===== config.mk =====
export PLATFORM = sky130hd
export DESIGN_NAME = irq_ctrl_flat
export DESIGN_NICKNAME = d
export VERILOG_FILES = /design/src/rtl/irq_ctrl_if.sv /design/src/rtl/irq_ctrl.sv /design/src/flat_wrapper.sv
export SDC_FILE = /design/constraint.sdc
export NUM_CORES = 1
export LEC_CHECK = 0
export CORE_ASPECT_RATIO = 0.8
export CORE_MARGIN = 10
export CORE_UTILIZATION = 60
export DETAILED_ROUTE_END_ITERATION = 8
export PLACE_DENSITY = 0.86
export SLEW_MARGIN = 20
export SYNTH_ARGS = -nofsm -noshare
export SYNTH_HDL_FRONTEND = slang
export SYNTH_SLANG_ARGS = --single-unit
export TNS_END_PERCENT = 20

===== constraint.sdc =====
create_clock -name clk -period 4.98 [get_ports clk]
set_input_delay 0.996 -clock clk [delete_from_list [all_inputs] [get_ports clk]]
set_output_delay 0.996 -clock clk [all_outputs]
set_load 0.02 [all_outputs]

===== src/rtl/irq_ctrl_if.sv =====
// ---------------------------------------------------------------------------
// irq_ctrl_if
//   Shared 5-bit-address / 8-bit-data CSR bus used by the CPLD blocks.
//   Signals:
//     csr_a   5  CSR address (master -> slave)
//     csr_di  8  write data (master -> slave)
//     csr_we  1  write strobe, one cycle per write (master -> slave)
//     csr_do  8  read data, combinational from csr_a (slave -> master)
//   Modports: master (bus owner, e.g. SoC bridge), slave (register block).
// ---------------------------------------------------------------------------
interface irq_ctrl_if;
    logic [4:0] csr_a;
    logic [7:0] csr_di;
    logic       csr_we;
    logic [7:0] csr_do;

    modport master (
        output csr_a,
        output csr_di,
        output csr_we,
        input  csr_do
    );

    modport slave (
        input  csr_a,
        input  csr_di,
        input  csr_we,
        output csr_do
    );
endinterface


===== src/rtl/irq_ctrl.sv =====
// ---------------------------------------------------------------------------
// irq_ctrl
//   Interrupt controller for the CPLD's per-block interrupt sources.
//   Single-cycle source pulses latch into pending bits (IP), are masked per
//   source (IE), presented as a lowest-index-wins vector, and sequenced onto
//   one registered level interrupt with end-of-interrupt and a prescaled
//   hold-off period.
//
//   Ports:
//     clk     in   1        system clock
//     rst_n   in   1        asynchronous active-low reset
//     csr     slave         CSR bus (csr_a, csr_di, csr_we, csr_do)
//     irq_in  in   NUM_SRC  source pulses, active-high, synchronous to clk
//     irq     out  1        interrupt to SoC, active-high level, registered
//
//   Register map (offsets from BASE_ADDR, bits above NUM_SRC read 0):
//     +0 IE       rw     per-source enable
//     +1 IP       r/w1c  pending
//     +2 VECTOR   ro     {valid, 4'b0, lowest pending&enabled index}
//     +3 HOLDOFF  rw     hold-off length in ticks of 2**PRESCALE_W clocks
//     +4 CTRL     bit0 gen (rw), bit1 EOI (write-1 strobe, reads 0)
// ---------------------------------------------------------------------------
module irq_ctrl #(
    parameter logic [4:0] BASE_ADDR   = 5'h00,
    parameter int         NUM_SRC     = 8,
    parameter int         PRESCALE_W  = 4,
    parameter logic [7:0] DFL_HOLDOFF = 8'h00
) (
    input  logic               clk,
    input  logic               rst_n,
    irq_ctrl_if.slave          csr,
    input  logic [NUM_SRC-1:0] irq_in,
    output logic               irq
);

    // Bits of the 8-bit registers that correspond to real sources.
    localparam logic [7:0] SRC_MASK = 8'((16'd1 << NUM_SRC) - 16'd1);
    localparam logic [PRESCALE_W-1:0] PRE_ZERO = {PRESCALE_W{1'b0}};
    localparam logic [PRESCALE_W-1:0] PRE_ONE  = PRESCALE_W'(1'b1);

    localparam logic [2:0] OFF_IE   = 3'd0;
    localparam logic [2:0] OFF_IP   = 3'd1;
    localparam logic [2:0] OFF_VEC  = 3'd2;
    localparam logic [2:0] OFF_HOLD = 3'd3;
    localparam logic [2:0] OFF_CTRL = 3'd4;

    typedef enum logic [1:0] {
        ST_IDLE   = 2'd0,
        ST_ASSERT = 2'd1,
        ST_HOLD   = 2'd2
    } state_t;

    // Index of the lowest set bit; 0 when no bit is set.
    function automatic logic [2:0] lowest_idx(input logic [7:0] v);
        logic [2:0] idx;
        idx = 3'd0;
        for (int i = 7; i >= 0; i--) begin
            if (v[i]) begin
                idx = 3'(i);
            end
        end
        return idx;
    endfunction

    // Registers
    logic [7:0]            ie_r;
    logic [7:0]            ip_r;
    logic [7:0]            holdoff_r;
    logic                  gen_r;
    state_t                state_r;
    logic [7:0]            cnt_r;
    logic [PRESCALE_W-1:0] pre_r;
    logic                  irq_r;

    // Decode and next-value signals
    logic [5:0] off_s;
    logic       hit_s;
    logic [2:0] sel_s;
    logic       wr_ie_s;
    logic       wr_ip_s;
    logic       wr_hold_s;
    logic       wr_ctrl_s;
    logic [7:0] irq_in_s;
    logic [7:0] w1c_s;
    logic [7:0] ie_nxt_s;
    logic [7:0] ip_nxt_s;
    logic       gen_nxt_s;
    logic       eoi_s;
    logic       gen_clr_s;
    logic       act_s;
    logic       act_nxt_s;
    logic [7:0] pend_s;
    logic [7:0] vec_s;
    logic [7:0] do_s;

    // Address decode: a 6-bit difference keeps addresses below BASE_ADDR out of range.
    always_comb begin
        off_s = {1'b0, csr.csr_a} - {1'b0, BASE_ADDR};
        hit_s = ~off_s[5] & (off_s[4:0] <= 5'd4);
        sel_s = off_s[2:0];
    end

    // Write strobes, next register values and activity terms.
    always_comb begin
        wr_ie_s   = csr.csr_we & hit_s & (sel_s == OFF_IE);
        wr_ip_s   = csr.csr_we & hit_s & (sel_s == OFF_IP);
        wr_hold_s = csr.csr_we & hit_s & (sel_s == OFF_HOLD);
        wr_ctrl_s = csr.csr_we & hit_s & (sel_s == OFF_CTRL);

        irq_in_s  = 8'(irq_in) & SRC_MASK;
        if (wr_ip_s) begin
            w1c_s = csr.csr_di;
        end else begin
            w1c_s = 8'h00;
        end

        if (wr_ie_s) begin
            ie_nxt_s = csr.csr_di & SRC_MASK;
        end else begin
            ie_nxt_s = ie_r;
        end

        // A pulse arriving in the same cycle as its clear must not be lost,
        // so the new pulse is OR-ed in after the clear is applied.
        ip_nxt_s = ((ip_r & ~w1c_s) | irq_in_s) & SRC_MASK;

        if (wr_ctrl_s) begin
            gen_nxt_s = csr.csr_di[0];
        end else begin
            gen_nxt_s = gen_r;
        end
        eoi_s     = wr_ctrl_s & csr.csr_di[1];
        gen_clr_s = wr_ctrl_s & ~csr.csr_di[0];

        // act_s (registered view) starts an assertion, giving the two-cycle
        // pulse-to-irq latency. act_nxt_s looks at the values being written
        // this cycle so that masking or clearing drops irq on the very next
        // cycle, the same timing as an EOI.
        act_s     = gen_r & |(ip_r & ie_r);
        act_nxt_s = gen_nxt_s & |(ip_nxt_s & ie_nxt_s);

        pend_s    = ip_r & ie_r;
        if (|pend_s) begin
            vec_s = {1'b1, 4'b0000, lowest_idx(pend_s)};
        end else begin
            vec_s = 8'h00;
        end
    end

    // CSR read mux, combinational from the address.
    always_comb begin
        do_s = 8'h00;
        if (hit_s) begin
            case (sel_s)
                OFF_IE:   do_s = ie_r;
                OFF_IP:   do_s = ip_r;
                OFF_VEC:  do_s = vec_s;
                OFF_HOLD: do_s = holdoff_r;
                OFF_CTRL: do_s = {7'b0000000, gen_r};
                default:  do_s = 8'h00;
            endcase
        end else begin
            do_s = 8'h00;
        end
    end

    assign csr.csr_do = do_s;

    // Programmable registers: enables, pending bits, hold-off length, global enable.
    always_ff @(posedge clk or negedge rst_n) begin
        if (!rst_n) begin
            ie_r      <= 8'h00;
            ip_r      <= 8'h00;
            holdoff_r <= DFL_HOLDOFF;
            gen_r     <= 1'b0;
        end else begin
            ie_r  <= ie_nxt_s;
            ip_r  <= ip_nxt_s;
            gen_r <= gen_nxt_s;
            if (wr_hold_s) begin
                holdoff_r <= csr.csr_di;
            end else begin
                holdoff_r <= holdoff_r;
            end
        end
    end

    // Sequencer: IDLE -> ASSERT on activity, EOI -> HOLD (or IDLE), HOLD
    // counts holdoff ticks of 2**PRESCALE_W clocks; irq is registered here.
    always_ff @(posedge clk or negedge rst_n) begin
        if (!rst_n) begin
            state_r <= ST_IDLE;
            cnt_r   <= 8'h00;
            pre_r   <= PRE_ZERO;
            irq_r   <= 1'b0;
        end else if (gen_clr_s) begin
            state_r <= ST_IDLE;
            cnt_r   <= 8'h00;
            pre_r   <= PRE_ZERO;
            irq_r   <= 1'b0;
        end else begin
            case (state_r)
                ST_IDLE: begin
                    if (act_s) begin
                        state_r <= ST_ASSERT;
                        irq_r   <= 1'b1;
                    end else begin
                        irq_r   <= 1'b0;
                    end
                end
                ST_ASSERT: begin
                    if (eoi_s) begin
                        cnt_r <= holdoff_r;
                        pre_r <= PRE_ZERO;
                        irq_r <= 1'b0;
                        if (holdoff_r != 8'h00) begin
                            state_r <= ST_HOLD;
                        end else begin
                            state_r <= ST_IDLE;
                        end
                    end else if (!act_nxt_s) begin
                        state_r <= ST_IDLE;
                        irq_r   <= 1'b0;
                    end else begin
                        irq_r   <= 1'b1;
                    end
                end
                ST_HOLD: begin
                    irq_r <= 1'b0;
                    pre_r <= pre_r + PRE_ONE;
                    if (&pre_r) begin
                        if (cnt_r == 8'h01) begin
                            state_r <= ST_IDLE;
                            cnt_r   <= 8'h00;
                        end else begin
                            cnt_r   <= cnt_r - 8'h01;
                        end
                    end else begin
                        cnt_r <= cnt_r;
                    end
                end
                default: begin
                    state_r <= ST_IDLE;
                    cnt_r   <= 8'h00;
                    pre_r   <= PRE_ZERO;
                    irq_r   <= 1'b0;
                end
            endcase
        end
    end

    assign irq = irq_r;

endmodule


===== src/flat_wrapper.sv =====
// flat-port wrapper written by rule: the top's interface ports become plain ports
module irq_ctrl_flat 
#(
    parameter logic [4:0] BASE_ADDR   = 5'h00,
    parameter int         NUM_SRC     = 8,
    parameter int         PRESCALE_W  = 4,
    parameter logic [7:0] DFL_HOLDOFF = 8'h00
)
  (clk, rst_n, irq_in, irq, csr_csr_a, csr_csr_di, csr_csr_we, csr_csr_do);
  irq_ctrl_if csr_i ();
  input  logic clk;
  input  logic rst_n;
  input  logic [NUM_SRC-1:0] irq_in;
  output logic irq;
  input wire logic [$bits(csr_i.csr_a)-1:0] csr_csr_a;
  input wire logic [$bits(csr_i.csr_di)-1:0] csr_csr_di;
  input wire logic [$bits(csr_i.csr_we)-1:0] csr_csr_we;
  output wire logic [$bits(csr_i.csr_do)-1:0] csr_csr_do;
  assign csr_i.csr_a = csr_csr_a;
  assign csr_i.csr_di = csr_csr_di;
  assign csr_i.csr_we = csr_csr_we;
  assign csr_csr_do = csr_i.csr_do;
  irq_ctrl #(.BASE_ADDR(BASE_ADDR), .NUM_SRC(NUM_SRC), .PRESCALE_W(PRESCALE_W), .DFL_HOLDOFF(DFL_HOLDOFF)) u_core (.clk(clk), .rst_n(rst_n), .csr(csr_i), .irq_in(irq_in), .irq(irq));
endmodule

Word level (Yosys, flattened, before mapping)
Index checks and enable logic that the tools add are counted.

$add $sub $neg: 2. Magnitude comparators: 1. Eq/ne operators: 13. Multiplexer cells: 35. Bitwise operators: 15. Reduce and logical (&&, ||, !) cells: 9.

Operators by type and width (count): $mux 8 (8); $pmux 8 s5 (1); $and 8x8->8 (3); $mux 3 (8); $pmux 8 s3 (1); $reduce_or 8->1 (2); $mux 2 (7); $ne 3x1->1 const B (4); $pmux 4 s3 (1); $and 1x1->1 (9); $eq 8x1->1 const B (1); $mux 4 (2); $not 8->8 (1); $or 8x8->8 (1); $reduce_and 4->1 (2); $reduce_bool 8->1 (1); $sub 8x1->8 const B (1); $eq 3x2->1 const B (2); $pmux 2 s3 (1); $le 5x3->1 const B (1); $mux 1 (5); $add 4x1->4 const B (1); $ne 4x2->1 const B (1); $eq 3x1->1 const B (1); 10 further kinds (10).

Register bits after elaboration: 40. Logic and storage cells: 83.

Longest topological paths before layout
Word-level depth: 14. Mapped depth: 8. Gate-level depth less buffers: 8.

Worst setup path before layout
No wires, ideal clock.

Path kind: in2out. Start: input port csr_csr_a[0]. End: output port csr_csr_do[2]. Data arrival time: 2.141 ns. Path slack: 1.843 ns. Cell stages on the path: 8. Buffers on the path: 2. Path through: buf_6 > clkbuf_1 > mux2i_1 > nor2_1 > a21oi_1 > nor2_1 > a31oi_1 > nor2_1.

Word-level cells in the longest chain between the ends: 3.

Ends and longest elaborated chain: from (decl) (RTL line flat_wrapper.sv:15) `input wire logic [$bits(csr_i.csr_a)-1:0] csr_csr_a;`; $eq 3x3->1, or another cell as far along (RTL line irq_ctrl.sv:154) `case (sel_s)`; $pmux 8 s5 (RTL line irq_ctrl.sv:154); $mux 8 (*) (RTL line irq_ctrl.sv:153) `if (hit_s) begin`; to (decl) (RTL line flat_wrapper.sv:18) `output wire logic [$bits(csr_i.csr_do)-1:0] csr_csr_do;`.

Every way passes the cells marked *; elsewhere a longest branch is shown, timed or not.

Worst setup path after layout
Start: input port csr_csr_a[0]. End: output port csr_csr_do[1].

Same word-level chain as after synthesis.

==> reports/qor.csv <==
stage,metric,value,unit
sta,slew_headroom,40.7,%
clock_tree,cts_hold_buf,0,
sta,hold_viol_final,0,
worst_setup_path,cp_data_arrival_time,3.26,ns
floorplan,design.die.area,7220,um^2
synth,synthAdderAreaFrac,2.97,%
finish,nFillCells,320,
finish,syn_to_final_growth,17.1,%
finish,diodes,0,
finish,multi_input_area,1430,um^2
synth,syn_area,2520,um^2
routing,ant_nets,0,
sta,finalCriticalPeriod,4.26,ns
sta,slew_viol_final,0,
floorplan,die_h,78.0,um
clock_tree,cts_tree,yes,
worst_setup_path,cp-start-kind,input pin,
clock_tree,numClockSinks,40,
synth,synth-edff-count,0,
routing,first_pass_iters,6,
routing,vias,2268,
finish,drive_gt1_share,10.9,%
synth,netlist_instances,275,
sta,period_share,85.5,%
clock_tree,clockBufferDepth,2,
clock_tree,worstSkewPairLatency,0.31,ns
worst_setup_path,critPathKind,input pin to output port,
power_and_ir_drop,switchingPower,0.334,mW
clock_tree,cts_resized,0,
routing,viasPerCell,6.28,
global_route,grt_pass1_vias,2130,
worst_setup_path,r2r_setup_slack,2.91,ns
synth,ys_types,55,
sta,clock_skew,0.00644,ns
worst_hold_path,min_path_cells,2,
synth,synth_largest_area_cell,dfrtp_1,
global_route,antenna_found_initial,0,
synth,yosys-top-cells-count,"dfrtp_1, nor2_1, nand2_1",
synth,synth_xor_area_share,0.347,%
floorplan,initial_utilization,61.2,%
synth,synth_nets,305,
global_route,grt_pass1_wl,10.7,mm
worst_setup_path,crit_required,3.98,ns
worst_hold_path,min_to,u_core.cnt_r[1],
floorplan,io-pin-count,33,
power_and_ir_drop,seqPwrFrac,43.3,%
sta,setup-violations-final,0,
clock_tree,path_clk_slew,0.07,ns
power_and_ir_drop,power_frac_comb,31.8,%
sta,setup_tns,0,ns
floorplan,core-area,4130,um^2
power_and_ir_drop,ir_drop,0.000209,V
synth,synth_top_area_share,39.7,%
placement,port_buffers,32,
finish,final-seq-area,1000,um^2
global_route,grt_max_degree,41,
synth,synth_top_family_by_area,compound AO/OA/AOI/OAI gates,
worst_setup_path,worstPathMaxFanout,15,
global_route,grt_overflow,0,
flow_run,maxCapViolCount,0,
clock_tree,post_cts_buffers,0,
power_and_ir_drop,p_int,0.624,mW
routing,drc,0,
placement,place_area,2860,um^2
clock_tree,cts-root-buf,clkbuf_8,
worst_setup_path,rr_startpoint,u_core.state_r[1],
routing,wl_per_cell,18.1,um
sta,max_freq,235,MHz
global_route,grtUsageTotal,18.2,%
sta,tightest_slew,0.889,ns
synth,synth_compound_area_share,21.9,%
synth,synth_most_common_cell,dfrtp_1,
finish,fin_nets,334,
placement,place_congestion,0.913,
worst_setup_path,r2r_end,u_core.cnt_r[2],
synth,synthFlopType,dfrtp_1,
floorplan,die_w,92.5,um
clock_tree,cts_made_buffers,5,
finish,instances_no_fill,361,
power_and_ir_drop,power.share.clock,25.0,%
routing,finalWirelength,6.54,mm
worst_hold_path,hp-start,u_core.cnt_r[1],
worst_hold_path,hp-class,flop to flop,
synth,postSynthAreaPerCell,9.18,um^2
power_and_ir_drop,p_leak,1.20,nW
clock_tree,htreeDepth,2,
power_and_ir_drop,power-per-cell-area,324,nW/um^2
synth,ys_top_cells_by_area,"dfrtp_1, nor2_1, mux2_2",
floorplan,rows,21,
power_and_ir_drop,p_sw_share,34.9,%
placement,hpwl,4.85,mm
routing,drt_iter0_drc,154,
synth,synthArstFlopShare,100,%
synth,synthMuxAreaShare,10.6,%
worst_setup_path,worstRegToRegCells,6,
outcome,outcome,"finished, final reports clean",
synth,yosysWarnings,0,
worst_setup_path,cp-end-kind,output port,
synth,yosys.area_share.simple,20.7,%
synth,yosysSeqAreaShare,39.7,%
sta,rsz0062_at_grt,false,
placement,dp_cells,354,
finish,fin_area,2950,um^2
synth,ys_ff_latch,40,
-- state kept, by name (all words and copies together), names as in the netlist --
register and flops:
u_core.irq 1, u_core.ip_r 8, u_core.holdoff_r 8, u_core.cnt_r 8, u_core.ie_r 8, u_core.gen_r 1
u_core.pre_r 4, u_core.state_r 2
-- how the worst max path moves through the flow --
| stage | startpoint | end | slack (ns) | depth (start not counted) |
|---|---|---|---|---|
| after global routing | csr_csr_a[0] | csr_csr_do[1] | 0.56 | 7 |
| after detailed placement | csr_csr_a[0] | csr_csr_do[1] | 0.77 | 7 |
| after global placement | csr_csr_a[0] | csr_csr_do[2] | 0.79 | 7 |
| final | csr_csr_a[0] | csr_csr_do[1] | 0.72 | 7 |
| after CTS | csr_csr_a[0] | csr_csr_do[1] | 0.75 | 7 |
| after floorplan | csr_csr_a[0] | csr_csr_do[2] | 1.84 | 8 |
-- logic make-up (layout without fill, tap and decap cells) --
group | Yosys count | after routing
simple gates | 103 | 103
compound gates | 80 | 80
flops | 40 | 40
mux | 23 | 23
buf+inv | 22 | 51
fa+ha+maj | 6 | 6
xor+xnor | 1 | 1
-- final cells by class --
class / instances / share of cell area (%)
Clock buffer: 7 / 3.26
Inverter: 12 / 1.52
Multi-Input combinational cell: 213 / 48.2
Sequential cell: 40 / 33.9
Tap cell: 57 / 2.41
Timing Repair Buffer: 32 / 10.7
-- worst max-delay path, cell delays in order --
cell             delay [ns]
clkdlybuf4s50_1        0.93
and2_1                 0.37
a21oi_1                0.11
nor2_1                 0.10
a21oi_1                0.05
nor2_1                 0.09
clkdlybuf4s50_1        0.61
-- power groups by stage --
stage	Clock [mW]	Combinational (mW)	Sequential, mW
floorplan	0	0.217	0.406
finish	0.239	0.304	0.415
CTS	0.241	0.300	0.412
global placement	0	0.291	0.417
detailed placement	0	0.298	0.417
global route	0.255	0.335	0.419
-- metrics by stage --
step	total power [mW]	utilization, %	setup slack [ns]	hold WS, ns
final	0.958	71.6	0.722	0.508
after global routing	1.01	71.6	0.561	0.555
after CTS	0.953	71.6	0.753	0.514
after detailed placement	0.715	69.3	0.767	0.495
after global placement	0.708	69.3	0.794	0.499
after floorplan	0.623	-	1.84	0.472
-- placed cells by master, fill, tap and decap left out, types with 4 or more instances in the layout --
cell type	synthesis	routed
o21ai_0	12	12
mux2i_1	9	9
nor2_1	33	33
a22oi_1	9	9
clkbuf_8	0	7
o21ai_1	6	6
nand2_1	26	26
nand4_1	5	5
dfrtp_1	40	40
a31oi_1	5	5
a21oi_1	22	22
ha_1	6	6
clkdlybuf4s50_1	0	31
mux2_2	11	11
nand3_1	8	8
inv_1	12	12
nor2b_1	4	4
-- routing by layer --
layer	track usage [%]	part of all wire, %	vias to the layer above
met3	5.48	7.0	14
met4	5.69	1.2	0
met2	26.3	43	98
met1	25.4	48	1094
li1	-	-	1062
met5	0	0	-
Note: power is estimated with default switching activity, not from simulation.
